[config.mk]
export PLATFORM = sky130hd
export DESIGN_NAME = spi_slave_param_if
export DESIGN_NICKNAME = d
export VERILOG_FILES = /design/src/rtl/spi_slave_pkg.sv /design/src/rtl/spi_bit_shifter.sv /design/src/rtl/spi_slave_param_if.sv
export SDC_FILE = /design/constraint.sdc
export NUM_CORES = 1
export LEC_CHECK = 0
export CORE_ASPECT_RATIO = 1.25
export CORE_UTILIZATION = 54
export DETAILED_ROUTE_END_ITERATION = 8
export PLACE_DENSITY = 0.84
export SYNTH_ARGS = -nofsm -noshare
export SYNTH_HDL_FRONTEND = slang
export SYNTH_SLANG_ARGS = --single-unit
[constraint.sdc]
create_clock -name clk -period 1.9 [get_ports clk]
set_input_delay 0.38 -clock clk [delete_from_list [all_inputs] [get_ports clk]]
set_output_delay 0.38 -clock clk [all_outputs]
set_load 0.05 [all_outputs]
[src/rtl/spi_slave_pkg.sv]
// Shared types for the SPI slave front end: FSM states, frame commands, error codes.
package spi_slave_pkg;

    typedef enum logic [2:0] {
        ST_IDLE     = 3'd0,
        ST_CHK_CMD  = 3'd1,
        ST_RX       = 3'd2,
        ST_RD_WAIT  = 3'd3,
        ST_RD_SHIFT = 3'd4,
        ST_DONE     = 3'd5
    } state_e;

    typedef enum logic [1:0] {
        CMD_WR_ADDR = 2'b00,
        CMD_WR_DATA = 2'b01,
        CMD_RD_ADDR = 2'b10,
        CMD_RD_DATA = 2'b11
    } cmd_e;

    typedef enum logic [1:0] {
        ERR_NONE    = 2'b00,
        ERR_ABORT   = 2'b01,
        ERR_NO_ADDR = 2'b10,
        ERR_TIMEOUT = 2'b11
    } err_e;

    // Bits needed for a counter that must hold every value 0..n.
    function automatic int unsigned cnt_width(input int unsigned n);
        return (n < 1) ? 1 : $clog2(n + 1);
    endfunction

endpackage

[src/rtl/spi_bit_shifter.sv]
// W-bit shift register with parallel load; LSB_FIRST selects the shift direction.
module spi_bit_shifter #(
    parameter int unsigned W         = 8,
    parameter bit          LSB_FIRST = 1'b0
) (
    input  logic         clk,
    input  logic         rst_n,
    input  logic         load,
    input  logic [W-1:0] load_data,
    input  logic         shift,
    input  logic         shift_in,
    output logic [W-1:0] q
);

    // MSB-first enters at bit 0 and leaves from bit W-1; LSB-first is the mirror.
    always_ff @(posedge clk) begin
        if (!rst_n) begin
            q <= '0;
        end else if (load) begin
            q <= load_data;
        end else if (shift) begin
            if (LSB_FIRST) q <= {shift_in, q[W-1:1]};
            else           q <= {q[W-2:0], shift_in};
        end
    end

endmodule

[src/rtl/spi_slave_param_if.sv]
// SPI slave front end: deserialises {cmd, payload} frames from MOSI and serialises
// read data onto MISO, with abort / missing-address / timeout error reporting.
module spi_slave_param_if
    import spi_slave_pkg::*;
#(
    parameter int unsigned DATA_W     = 8,
    parameter bit          LSB_FIRST  = 1'b0,
    parameter int unsigned TX_TIMEOUT = 15
) (
    input  logic              clk,
    input  logic              rst_n,
    input  logic              ss_n,
    input  logic              mosi,
    output logic              miso,
    output logic [DATA_W+1:0] rx_data,
    output logic              rx_valid,
    input  logic [DATA_W-1:0] tx_data,
    input  logic              tx_valid,
    output logic              err_valid,
    output logic [1:0]        err_code,
    output logic              busy
);

    localparam int unsigned F     = DATA_W + 2;
    localparam int unsigned CNT_W = cnt_width(F);
    localparam int unsigned TMO_W = cnt_width(TX_TIMEOUT);
    localparam logic [DATA_W-1:0] TX_FIRST =
        LSB_FIRST ? DATA_W'(1) : {1'b1, {(DATA_W-1){1'b0}}};

    state_e            state_q, state_d;
    logic [CNT_W-1:0]  cnt_q, cnt_d;
    logic [TMO_W-1:0]  tmo_q, tmo_d;
    logic [1:0]        cmd_q, cmd_d;
    logic              seen_q, seen_d;
    logic [DATA_W+1:0] rx_data_d;
    logic              rx_valid_d;
    logic              err_valid_d;
    logic [1:0]        err_code_d;

    logic              rx_shift;
    logic              tx_load;
    logic              tx_shift;
    logic [DATA_W-1:0] tx_load_data;
    logic [DATA_W-1:0] rx_q;
    logic [DATA_W-1:0] tx_q;

    spi_bit_shifter #(.W(DATA_W), .LSB_FIRST(LSB_FIRST)) u_rx (
        .clk       (clk),
        .rst_n     (rst_n),
        .load      (1'b0),
        .load_data ('0),
        .shift     (rx_shift),
        .shift_in  (mosi),
        .q         (rx_q)
    );

    spi_bit_shifter #(.W(DATA_W), .LSB_FIRST(LSB_FIRST)) u_tx (
        .clk       (clk),
        .rst_n     (rst_n),
        .load      (tx_load),
        .load_data (tx_load_data),
        .shift     (tx_shift),
        .shift_in  (1'b0),
        .q         (tx_q)
    );

    // The TX register drains to zero, so its outgoing bit is 0 whenever no read is in flight.
    assign miso = |(tx_q & TX_FIRST);

    always_ff @(posedge clk) begin
        if (!rst_n) state_q <= ST_IDLE;
        else        state_q <= state_d;
    end

    always_ff @(posedge clk) begin
        if (!rst_n) begin
            cnt_q     <= '0;
            tmo_q     <= '0;
            cmd_q     <= '0;
            seen_q    <= 1'b0;
            rx_data   <= '0;
            rx_valid  <= 1'b0;
            err_valid <= 1'b0;
            err_code  <= ERR_NONE;
            busy      <= 1'b0;
        end else begin
            cnt_q     <= cnt_d;
            tmo_q     <= tmo_d;
            cmd_q     <= cmd_d;
            seen_q    <= seen_d;
            rx_data   <= rx_data_d;
            rx_valid  <= rx_valid_d;
            err_valid <= err_valid_d;
            err_code  <= err_code_d;
            busy      <= (state_d != ST_IDLE);
        end
    end

    always_comb begin
        state_d      = state_q;
        cnt_d        = cnt_q;
        tmo_d        = tmo_q;
        cmd_d        = cmd_q;
        seen_d       = seen_q;
        rx_data_d    = rx_data;
        rx_valid_d   = 1'b0;
        err_valid_d  = 1'b0;
        err_code_d   = err_code;
        rx_shift     = 1'b0;
        tx_load      = 1'b0;
        tx_shift     = 1'b0;
        tx_load_data = tx_data;

        // Deselect wins over everything else in a non-idle state.
        if (state_q != ST_IDLE && ss_n) begin
            state_d      = ST_IDLE;
            cnt_d        = '0;
            tmo_d        = '0;
            tx_load      = 1'b1;
            tx_load_data = '0;
            if (state_q != ST_DONE) begin
                err_valid_d = 1'b1;
                err_code_d  = ERR_ABORT;
            end
        end else begin
            case (state_q)
                ST_IDLE: begin
                    cnt_d = '0;
                    tmo_d = '0;
                    if (!ss_n) state_d = ST_CHK_CMD;
                end
                ST_CHK_CMD: begin
                    cmd_d[1] = mosi;
                    cnt_d    = CNT_W'(1);
                    state_d  = ST_RX;
                end
                ST_RX: begin
                    if (cnt_q == CNT_W'(F)) begin
                        cnt_d = '0;
                        case (cmd_e'(cmd_q))
                            CMD_RD_DATA: begin
                                if (seen_q) begin
                                    rx_valid_d = 1'b1;
                                    rx_data_d  = {cmd_q, rx_q};
                                    tmo_d      = '0;
                                    state_d    = ST_RD_WAIT;
                                end else begin
                                    err_valid_d = 1'b1;
                                    err_code_d  = ERR_NO_ADDR;
                                    state_d     = ST_DONE;
                                end
                            end
                            CMD_RD_ADDR: begin
                                rx_valid_d = 1'b1;
                                rx_data_d  = {cmd_q, rx_q};
                                seen_d     = 1'b1;
                                state_d    = ST_DONE;
                            end
                            default: begin
                                rx_valid_d = 1'b1;
                                rx_data_d  = {cmd_q, rx_q};
                                state_d    = ST_DONE;
                            end
                        endcase
                    end else begin
                        cnt_d = cnt_q + CNT_W'(1);
                        if (cnt_q == CNT_W'(1)) cmd_d[0] = mosi;
                        else                    rx_shift = 1'b1;
                    end
                end
                ST_RD_WAIT: begin
                    if (tx_valid) begin
                        tx_load = 1'b1;
                        cnt_d   = '0;
                        state_d = ST_RD_SHIFT;
                    end else if (tmo_q == TMO_W'(TX_TIMEOUT - 1)) begin
                        tmo_d       = '0;
                        err_valid_d = 1'b1;
                        err_code_d  = ERR_TIMEOUT;
                        state_d     = ST_DONE;
                    end else begin
                        tmo_d = tmo_q + TMO_W'(1);
                    end
                end
                ST_RD_SHIFT: begin
                    tx_shift = 1'b1;
                    if (cnt_q == CNT_W'(DATA_W - 1)) begin
                        cnt_d   = '0;
                        seen_d  = 1'b0;
                        state_d = ST_DONE;
                    end else begin
                        cnt_d = cnt_q + CNT_W'(1);
                    end
                end
                ST_DONE: begin
                    state_d = ST_DONE;
                end
                default: begin
                    state_d = ST_IDLE;
                end
            endcase
        end
    end

endmodule

## Word level (Yosys, flattened, before mapping)

Cells that the tools add are included.

- Flip-flop bits (word level): 45
- Bits of input ports: 13
- Output and inout port bits: 16
- Word-level logic and storage cells: 118

- Add/sub/neg operators: 2
- Eq/ne operators: 26
- Multiplexer cells: 55
- Bitwise gates (word level): 4
- Reduce and logical (&&, ||, !) cells: 18

Operators with widths:

| cell | count |
|---|---|
| 4-bit 2-to-1 mux | 8 |
| 3-bit 2-to-1 mux | 8 |
| 8-bit 2-to-1 mux | 3 |
| 1-bit 2-to-1 mux | 21 |
| 10-bit 2-to-1 mux | 2 |
| 4-bit case mux with 5 select lines | 1 |
| 3-bit case mux with 6 select lines | 1 |
| 3-bit != test (second input constant) | 5 |
| 2-bit 2-to-1 mux | 7 |
| 2-bit != test (second input constant) | 6 |
| 4-bit case mux with 3 select lines | 1 |
| 3-bit nonzero test | 4 |
| 5-bit AND reduction | 2 |
| 4-bit by 1-bit adder with 4-bit output (second input constant) | 2 |
| 4-bit == test (second input constant) | 2 |
| 4-bit AND reduction | 2 |
| 7-bit AND reduction | 1 |
| 3-bit by 2-bit == test with 1-bit output (second input constant) | 2 |
| 3-bit == test (second input constant) | 2 |
| 2-bit by 1-bit != test with 1-bit output (second input constant) | 3 |
| 5-bit nonzero test | 1 |
| 2-bit == test (second input constant) | 2 |
| 4-bit by 1-bit == test with 1-bit output (second input constant) | 1 |
| 4-bit by 3-bit == test with 1-bit output (second input constant) | 1 |
| other kinds (11) | 17 |

## Logic depth before layout (Yosys ltp)

Gate-level depths: netlist of the first run.

- Word-level depth: 6
- Mapped depth: 7
- Mapped depth without buffers: 6

## Modules after synthesis

A second synthesis of the first run with hierarchy kept.

- Cells, all modules: 262
- Area, all modules: 2,519.9 sq um

Modules (own cells, without submodules):

| module | times used | cells each | area each (sq um) | sequential area each (sq um) |
|---|---|---|---|---|
| spi_slave_param_if | 1 | 192 | 1,639.1 | 580.6 |
| spi_bit_shifter | 2 | 35 | 440.4 | 160.2 |

## Worst setup path after synthesis of the first run

OpenSTA, ideal clock, no wires.

- Kind: register -> register
- Start: register state_q[0]
- End: register rx_data[0]
- Setup time: 116 ps
- Arrival time: 1,647 ps
- Required time: 1,784 ps
- Setup slack: 137 ps
- Cell stages (with the launch flop): 7
- Buffers on the path: 2
- Clock period less this slack: 1,763 ps
- Cell sequence: dfxtp_1 -> buf_6 -> or3b_4 -> or4_4 -> buf_6 -> nand3_1 -> o21ai_2

- Cells in the longest elaborated chain, start to end: 4
- Elaborated cells on any way between the ends: 5
- Those cells by class: 1 x eq/ne; 1 x bitwise; 3 x reduce/logical

Ends and longest elaborated chain:

| what | RTL line | text |
|---|---|---|
| start, declared | spi_slave_param_if.sv:30 | `state_e state_q, state_d;` |
| start signal, assigned | spi_slave_param_if.sv:72 | `else state_q <= state_d;` |
| 3-bit nonzero test | spi_slave_param_if.sv:115 | `if (state_q != ST_IDLE && ss_n) begin` |
| 1-bit logical AND | spi_slave_param_if.sv:115 |  |
| 1-bit NOT (no source line) | - |  |
| 4-bit AND reduction (no source line) (*) | - |  |
| end signal, assigned | spi_slave_param_if.sv:91 | `rx_data <= rx_data_d;` |
| end, declared | spi_slave_param_if.sv:15 | `output logic [DATA_W+1:0] rx_data,` |

Mark *: on every way between the ends. The rest lies on a longest branch, timed or not.
A chain may end at the register's enable or synchronous reset.

## Worst setup path in the final report of the first run

- Start: register state_q[0]
- End: register u_tx.q[1]

- Cells in the longest elaborated chain, start to end: 4
- Elaborated cells on any way between the ends: 11
- Those cells by class: 2 x eq/ne; 6 x mux; 3 x reduce/logical

Ends and longest elaborated chain:

| what | RTL line | text |
|---|---|---|
| 3-bit by 2-bit == test with 1-bit output, or another cell as far along | spi_slave_param_if.sv:126 | `case (state_q)` |
| 1-bit 2-to-1 mux or 1-bit logical AND (tied branches) | spi_slave_param_if.sv:126, spi_slave_param_if.sv:115 |  |
| 1-bit 2-to-1 mux or 8-bit 2-to-1 mux (tied branches) | spi_slave_param_if.sv:115 |  |
| 8-bit 2-to-1 mux or 2-bit nonzero test (tied branches) | - |  |
| end signal, assigned | spi_bit_shifter.sv:20 | `q <= load_data;` |
| end signal, assigned | spi_bit_shifter.sv:22 | `if (LSB_FIRST) q <= {shift_in, q[W-1:1]};` |
| end signal, assigned | spi_bit_shifter.sv:23 | `else q <= {q[W-2:0], shift_in};` |
| end, declared | spi_bit_shifter.sv:12 | `output logic [W-1:0] q` |

Parallel ways exist; a longest one is shown, timed or not.

==> results.txt, run 1 <==
The area enclosed by the die boundary is ~4200 µm². On the worst path, the slowest cell contributes a delay of between 0.5 and 0.6 ns. Summing every instance area after synthesis gives 2110 µm². The power per cell area is 755 nW/µm². The kind of cell with the highest combined delay along the critical path is simple AND/OR/NAND/NOR gates. The number of buffer and inverter instances along the worst setup path is 1. The width of the die came out at roughly 58 µm.

Fill cells in the final layout number slightly above 300. The final reports fail on design-rule violations. The fraction of layout cells with a size suffix above 1 is 0.146. Counting distinct cell types in the post-synthesis netlist gives 44. The dominant cell by count in the synthesized netlist is dfxtp_1.

The remaining global-route overflow is 0. The proportion of register bits with asynchronous set or reset after synthesis is 0. The max-capacitance violation count came out at 0. Sorting the synthesized cells by how often they occur yields dfxtp_1 (45), o21ai_0 (26), nand2_1 (23), nand3_1 (23), nor2_1 (17). The critical path required time is about 2.1 ns.

The number of synthesis warnings is 0. The measured slew at the worst slew-check pin is between 0.5 and 0.6 ns. The slowest stage of the critical path is the or3b_2 cell. After clock tree synthesis, the flow added hold-fix buffers numbering 0. The share of the Yosys chip area taken by registers is 0.427. The number of iterations in the first detailed-routing pass is 6. For this run, global-route usage on met2 was measured as 0.391.

The clock-pin slew reported for the worst setup and hold paths after clock tree synthesis came out at 0.08 ns. Traced cell by cell, the critical path runs through buf_4, or3b_2, and4_1, a221oi_1, nor2_1. The CTS buffer count is 5.

The category of the worst setup path launch point is a flip-flop. The worst voltage drop across the vdd grid is 0.712 mV. Ranked by total cell area, the synthesized netlist is headed by dfxtp_1 (43%), o21ai_0 (6.2%), nand3_1 (5.5%), o21ai_2 (4.2%), nand2_1 (4.1%).

The post-CTS resize count is 0. The final-layout setup total negative slack is 0 ns. The pin count of the biggest net entering global routing is 41.

The data arrival time of the worst path came out at 2.00 ns. The wire length of the first global-routing pass is between 7 and 8 mm. The flip-flop and latch area came out at about 900 µm². The total vias in the final route came out at about 1900. The number of I/O pins came out at 29. Counting flops with a built-in enable in the synthesized netlist gives 0. The final wirelength came out at roughly 4.5 mm. The clock period could shrink to about 1.8 ns. The weighted congestion reported at the end of routability-driven placement came out at between 0.8 and 0.9. Of the post-synthesis cell area, the dominant cell type holds 0.427.

Of the available clock period, the critical path in the final layout requires 0.963. The met3 usage came out at 0.0542. Among all flip-flop cells after synthesis, the most frequent one is dfxtp_1. The worst setup path is captured at a flip-flop. The worst slack on hold paths is ~0.46 ns.

The critical path in this run is classified as flip-flop to flip-flop. The area of the placeable core is around 3800 µm². The count of buffers from port buffering is 28. The clock latency at the later pin of the worst-skew pair is between 0.2 and 0.3 ns. The leakage power is ~0.96 nW. The post-detailed-placement half-perimeter wirelength is 3.28 mm. The max-slew headroom at the worst pin is 0.665. The post-detailed-route DRC marker count is 4. TritonCTS built the clock tree. The final antenna diode count is 0. Setup repair after global routing left no endpoint under its margin.

The number of global-route vias before repair came to about 1700. Across every metal layer, demand over resource in global routing totals 0.238. The flow ran to the end, but the final reports show violations. In this run the worst hold path is classified as flip-flop to flip-flop.

The number of synthesized register bits is 45. The synthesized instance count is 245. The initial antenna violation count came out at 0. The setup fix buffers added after clock tree synthesis is 0.

The remaining number of nets flagged by the antenna check after routing came out at 0. The area added between synthesis and finish is 23.2%. The final count of negative-setup-slack endpoints came out at 0.

The number of nets in the final layout is roughly 300. The sum of internal, switching and leakage power came out at 1.96 mW. The achievable frequency came out at ~550 MHz. The clock drives 45 sinks. The cell sitting at the root of the clock tree is a clkbuf_8. The deepest clock path buffer count is 2.

Of all nets on the critical path, the largest fanout is 17. The number of core rows is 25. Measured along the y axis, the die boundary spans between 70 and 80 µm. The number of nets in the synthesized netlist is ~260. The cell type with the highest aggregate area in the netlist is dfxtp_1. The initial utilization of the core area, before any placement, comes to 0.562. The multi-input combinational cells in the finished layout cover a total of roughly 1100 µm². The final cell utilization of the core is 0.692. The number of failing hold endpoints at the final stage is 0. Each instance of the synthesized netlist takes up on average around 8.6 µm². The final-report max-slew violation count is 0. The most used routing layer in global routing is met2. The clock tree synthesis step divided the H-tree into 2 levels.

The number of vias per cell is 6.02. For the final database, setup skew stands at a little over 0.003 ns. The met1 global-route usage is 0.294. The first-iteration detailed-routing DRC count came out at roughly 140. The final routed wire length divided by cell count is 14.1 µm.
==> kinds of logic after synthesis <==
kind of cell	Yosys count	share of synthesized area
fa+ha+maj	5	0.0297
mux	2	0.00949
flops	45	0.427
compound gates	73	0.231
xor+xnor	1	0.00415
simple gates	96	0.246
buf+inv	23	0.0528
==> power by group <==
group | leakage [nW] | switching, mW | total (mW) | internal, mW
registers | 0.364 | 0.0178 | 0.991 | 0.973
clock network | 0.0540 | 0.307 | 0.689 | 0.382
logic | 0.538 | 0.164 | 0.282 | 0.118
total | 0.956 | 0.489 | 1.96 | 1.47
==> registers in the layout, indices dropped and copies added (netlist names) <==
| name | count |
|---|---|
| busy | 1 |
| cmd_q | 2 |
| cnt_q | 4 |
| err_code | 2 |
| err_valid | 1 |
| rx_data | 10 |
| rx_valid | 1 |
| seen_q | 1 |
| state_q | 3 |
| tmo_q | 4 |
| u_rx.q | 8 |
| u_tx.q | 8 |
==> through the flow <==
step | instance area (µm²) | worst slack [ns] | instances
finish | 2600 | 0.0705 | 321
global route | 2600 | 0.000338 | 321
CTS | 2600 | 0.0771 | 321
detailed placement | 2490 | -0.0457 | 314
global placement | 2490 | -0.0236 | 314
floorplan | 2110 | 0.137 | 245
==> area by class of cell <==
class / count / area share
tap: 40 / 0.0193
clock buffer: 5 / 0.0265
timing repair buffer: 45 / 0.162
sequential: 45 / 0.347
inverter: 7 / 0.0101
clock inverter: 2 / 0.0135
multi-input combinational: 177 / 0.422
==> worst min-delay path, cell delays in order, from the launching register on <==
cell and delay, ns:
dfxtp_1 0.32, inv_1 0.05, a31oi_1 0.06
==> cells in the final DEF, fill, tap and decap left out, drive strengths merged, types with 2 or more instances in the layout <==
master / Yosys / routed
or3b: 3 / 3
o31ai: 2 / 2
or2: 2 / 2
clkbuf: 11 / 5
nand2: 23 / 23
buf: 5 / 17
a22oi: 3 / 3
nor4: 2 / 2
nor2b: 2 / 2
mux2i: 2 / 2
dfxtp: 45 / 45
a311oi: 2 / 2
nand3: 23 / 23
ha: 5 / 5
a31oi: 6 / 6
inv: 7 / 7
and3b: 3 / 3
nor2: 17 / 17
and3: 3 / 3
nand4: 4 / 4
o21ai: 36 / 36
clkdlybuf4s50: 0 / 28
o211ai: 2 / 2
nor3b: 3 / 3
nand4b: 2 / 2
nand3b: 4 / 4
a21oi: 8 / 8
a221oi: 7 / 7
==> routing by layer <==
| layer | share of wire | up-vias |
|---|---|---|
| met5 | 0 | - |
| met4 | 0.025 | 0 |
| met3 | 0.038 | 10 |
| met2 | 0.49 | 51 |
| met1 | 0.45 | 895 |
| li1 | - | 976 |
==> worst paths after layout <==
check | start | end | slack, ns | depth (start not counted)
worst max-delay path | state_q[0] | u_tx.q[1] | 0.07 | 5
worst min-delay path | err_code[0] | err_code[0] | 0.46 | 2
worst max register to register | state_q[0] | u_tx.q[1] | 0.07 | 5
worst min register to register | err_code[0] | err_code[0] | 0.46 | 2
Note: power is estimated with default switching activity, not from simulation.
==> inputs of run 2 (changes only) <==
--- a/config.mk
+++ b/config.mk
@@ -6,6 +6,7 @@
 export NUM_CORES = 1
 export LEC_CHECK = 0
 export CORE_ASPECT_RATIO = 1.25
+export CORE_MARGIN = 5
 export CORE_UTILIZATION = 54
 export DETAILED_ROUTE_END_ITERATION = 8
 export PLACE_DENSITY = 0.84
==> run 2 against run 1 <==
Net effect:
- the flow now finishes without violations
- critical endpoint is now rx_data[8]
- combinational power decreased by 4%
- core utilization decreased by 0.27 points
- register-to-register slack improved by 0.04 ns
- critical path depth decreased by 4
- via count decreased by 1.2%
- setup slack improved by 0.0026 ns
- cell count increased by 3.7%
==> results.txt, run 2 (synthesis gave the netlist of run 1 again) <==
The flow ran to the end, and the final reports show no timing, DRC or antenna violations. The achievable frequency came to 547 MHz (+0.14%). The largest stage delay on the critical path came to 0.81 ns (+0.29 ns). The measured slew at the worst slew-check pin came out at 0.505 ns (+0.00514 ns). The deepest level of the CTS H-tree came out at 2 (unchanged). The number of flip-flops in the largest register came out at 10 (unchanged). The most used routing layer in global routing is met2. The largest clock skew in the final design is 0.00552 ns (+0.00247 ns). The final cell utilization of the core was 0.690 (-0.00275). The count of buffers from port buffering is 28 (unchanged). The clock-pin slew reported for the worst setup and hold paths after clock tree synthesis came out at 0.08 ns (about the same). The area added between synthesis and finish came out at 23.7%. In the layout the commonest cells are dfxtp_1 (45), clkdlybuf4s50_1 (28), o21ai_0 (26). The final critical-path required period is 1.83 ns (-0.00261 ns). The final routed wire length divided by cell count came out at 14.0 µm (-0.62%). The area enclosed by the die boundary is 5260 µm² (+26%).

The max-slew headroom at the worst pin came out at 0.662 (-0.00302). The number of I/O pins came out at 29 (unchanged). The met2 capacity usage during global routing was 0.318 (-0.0729). The logic depth of the worst path, buffers included came to 1 (-4).

In this run the worst hold path is classified as flip-flop to flip-flop. The total vias in the final route is 1908 (-1.2%). The leakage power is 0.946 nW (-1.1%). The worst setup path endpoint is rx_data[8]. The number of nets in the final layout was 296 (-1.0%). The remaining global-route overflow is 0 (unchanged). The largest registers in the layout are rx_data (10), u_rx.q (8), u_tx.q (8). The met3 usage is 0.0465 (-0.00767). The post-CTS resize count came out at 0 (unchanged).

The signal on the critical path passes through clkdlybuf4s50_1. The number of vias per cell came to 5.73 (-4.8%). The max-capacitance violation count is 0 (unchanged). The final-report max-slew violation count is 0 (unchanged). The number of buffer and inverter instances along the worst setup path came out at 1 (unchanged). The power per cell area came out at 771 nW/µm² (+2.1%).

The initial antenna violation count came to 0 (unchanged). The data arrival time of the worst path came out at 1.45 ns (-0.55 ns). The weighted congestion reported at the end of routability-driven placement came out at 0.857 (-4.3%). The initial cell density of the core is 0.557 (-0.00464). The clock latency at the later pin of the worst-skew pair is 0.29 ns (about the same). CTS placed an instance of clkbuf_8 at the clock tree root. The worst-path cell with the longest stage delay is clkdlybuf4s50_1. The post-detailed-route DRC marker count is 0 (-4). The clock net sink count is 45 (unchanged). Setup repair after global routing left no endpoint under its margin. The deepest clock path buffer count is 2 (unchanged).

The CTS buffer count is 5 (unchanged). The width of the die came out at 65.9 µm (+14%). The number of iterations in the first detailed-routing pass came out at 4 (-2). The maximum fanout along the worst path is 2 (-15). The category of the worst setup path launch point is a flip-flop. The number of failing hold endpoints at the final stage came to 0 (unchanged). The number of global-route vias before repair is 1774 (+4.9%).

The final wirelength came out at 4.67 mm (+3.1%). The number of core rows is 25 (unchanged). The final count of negative-setup-slack endpoints came out at 0 (unchanged). The worst register-to-register path begins at state_q[1]. The die height is 79.9 µm (+11%).

The post-detailed-placement half-perimeter wirelength came out at 3.40 mm (+3.7%). The kind of critical path is flip-flop to primary output. The area of the placeable core came out at 3780 µm² (+0.83%). The sum of internal, switching and leakage power is 2.01 mW (+2.6%). TritonCTS built the clock tree. The critical path required time was 1.52 ns (-0.55 ns). The number of cells after detailed placement is 325 (+3.5%). The final cycle utilization of the critical path is 0.962 (-0.00138). The cell class contributing the biggest share of worst-path delay is buffers and inverters. The final antenna diode count came to 0 (unchanged). The worst register-to-register path ends at rx_data[3].

The most common cell after layout, fill and taps aside is dfxtp_1. The met1 global-route usage came to 0.230 (-0.0633). The register name with the most flops is rx_data. The remaining number of nets flagged by the antenna check after routing is 0 (unchanged). The count of placed standard cells in the final layout, fillers left out was 333 (+3.7%).

The worst setup slack for register-to-register paths came out at 0.11 ns (+0.04 ns). The cell depth of the worst flop-to-flop path is 5 (unchanged). The critical path startpoint is rx_data[8].

The fraction of layout cells with a size suffix above 1 came out at 0.140 (-0.00612). The total global-route track usage was 0.193 (-0.0457). The wire length of the first global-routing pass came to 7.94 mm (+3.4%). The first-iteration detailed-routing DRC count came out at 155 (+14%). The pin count of the biggest net entering global routing is 41 (unchanged). The worst voltage drop across the vdd grid is 0.367 mV (-49%). The worst setup path is captured at a primary output.
-- run 2: cell count changes in the layout (fill, tap and decap cells not counted) --
cell | before | now
clkbuf_8 | 5 | 6
clkinv_2 | 1 | 0
buf_4 | 16 | 13
clkinvlp_4 | 0 | 1
-- run 2: repair_timing --
action                     in CTS  in global routing
hold buffers                    0                  0
setup buffers                   0                  0
setup endpoints to repair       0                  1
-- run 2: per-stage QoR --
step,setup TNS (ns),hold WS (ns),instance area (µm²),setup slack [ns]
3_3_place_gp,-0.389,0.445,2490,-0.0333
3_5_place_dp,-0.560,0.453,2490,-0.0492
4_1_cts,0,0.465,2610,0.0604
6_report,0,0.460,2610,0.0731
5_1_grt,0,0.481,2610,0.0134
2_1_floorplan,0,0.440,2110,0.137
-- run 2: per-layer routing --
metal,vias to the layer above,part of all wire
li1,967,-
met4,0,0.0099
met5,-,0
met2,33,0.52
met3,4,0.032
met1,904,0.44
-- run 2: power by group --
part	internal [mW]	leakage [nW]	switching [mW]	total, mW
Clock	0.428	0.0574	0.323	0.751
Sequential	0.973	0.364	0.0183	0.991
Combinational	0.110	0.524	0.159	0.270
-- run 2: final cells by class --
class | count | area (µm²)
Clock buffer | 6 | 82.6
Sequential cell | 45 | 901
Clock inverter | 2 | 37.5
Tap cell | 54 | 67.6
Fill cell | 306 | 1170
Multi-Input combinational cell | 177 | 1100
Inverter | 7 | 26.3
Timing Repair Buffer | 42 | 398
-- run 2: how the worst min path moves through the flow --
stage / slack [ns] / start / cells past startpoint / endpoint
floorplan: 0.44 / u_rx.q[7] / 2 / rx_data[7]
global placement: 0.44 / u_rx.q[7] / 2 / rx_data[7]
detailed placement: 0.45 / u_rx.q[7] / 2 / rx_data[7]
CTS: 0.47 / u_rx.q[7] / 2 / rx_data[7]
global route: 0.48 / u_rx.q[7] / 2 / rx_data[7]
finish: 0.46 / u_rx.q[7] / 2 / rx_data[7]
-- run 2: worst min-delay path, stage by stage, from the launching register on --
cell	delay [ns]
dfxtp_1	0.32
nand2_1	0.06
o21ai_2	0.04
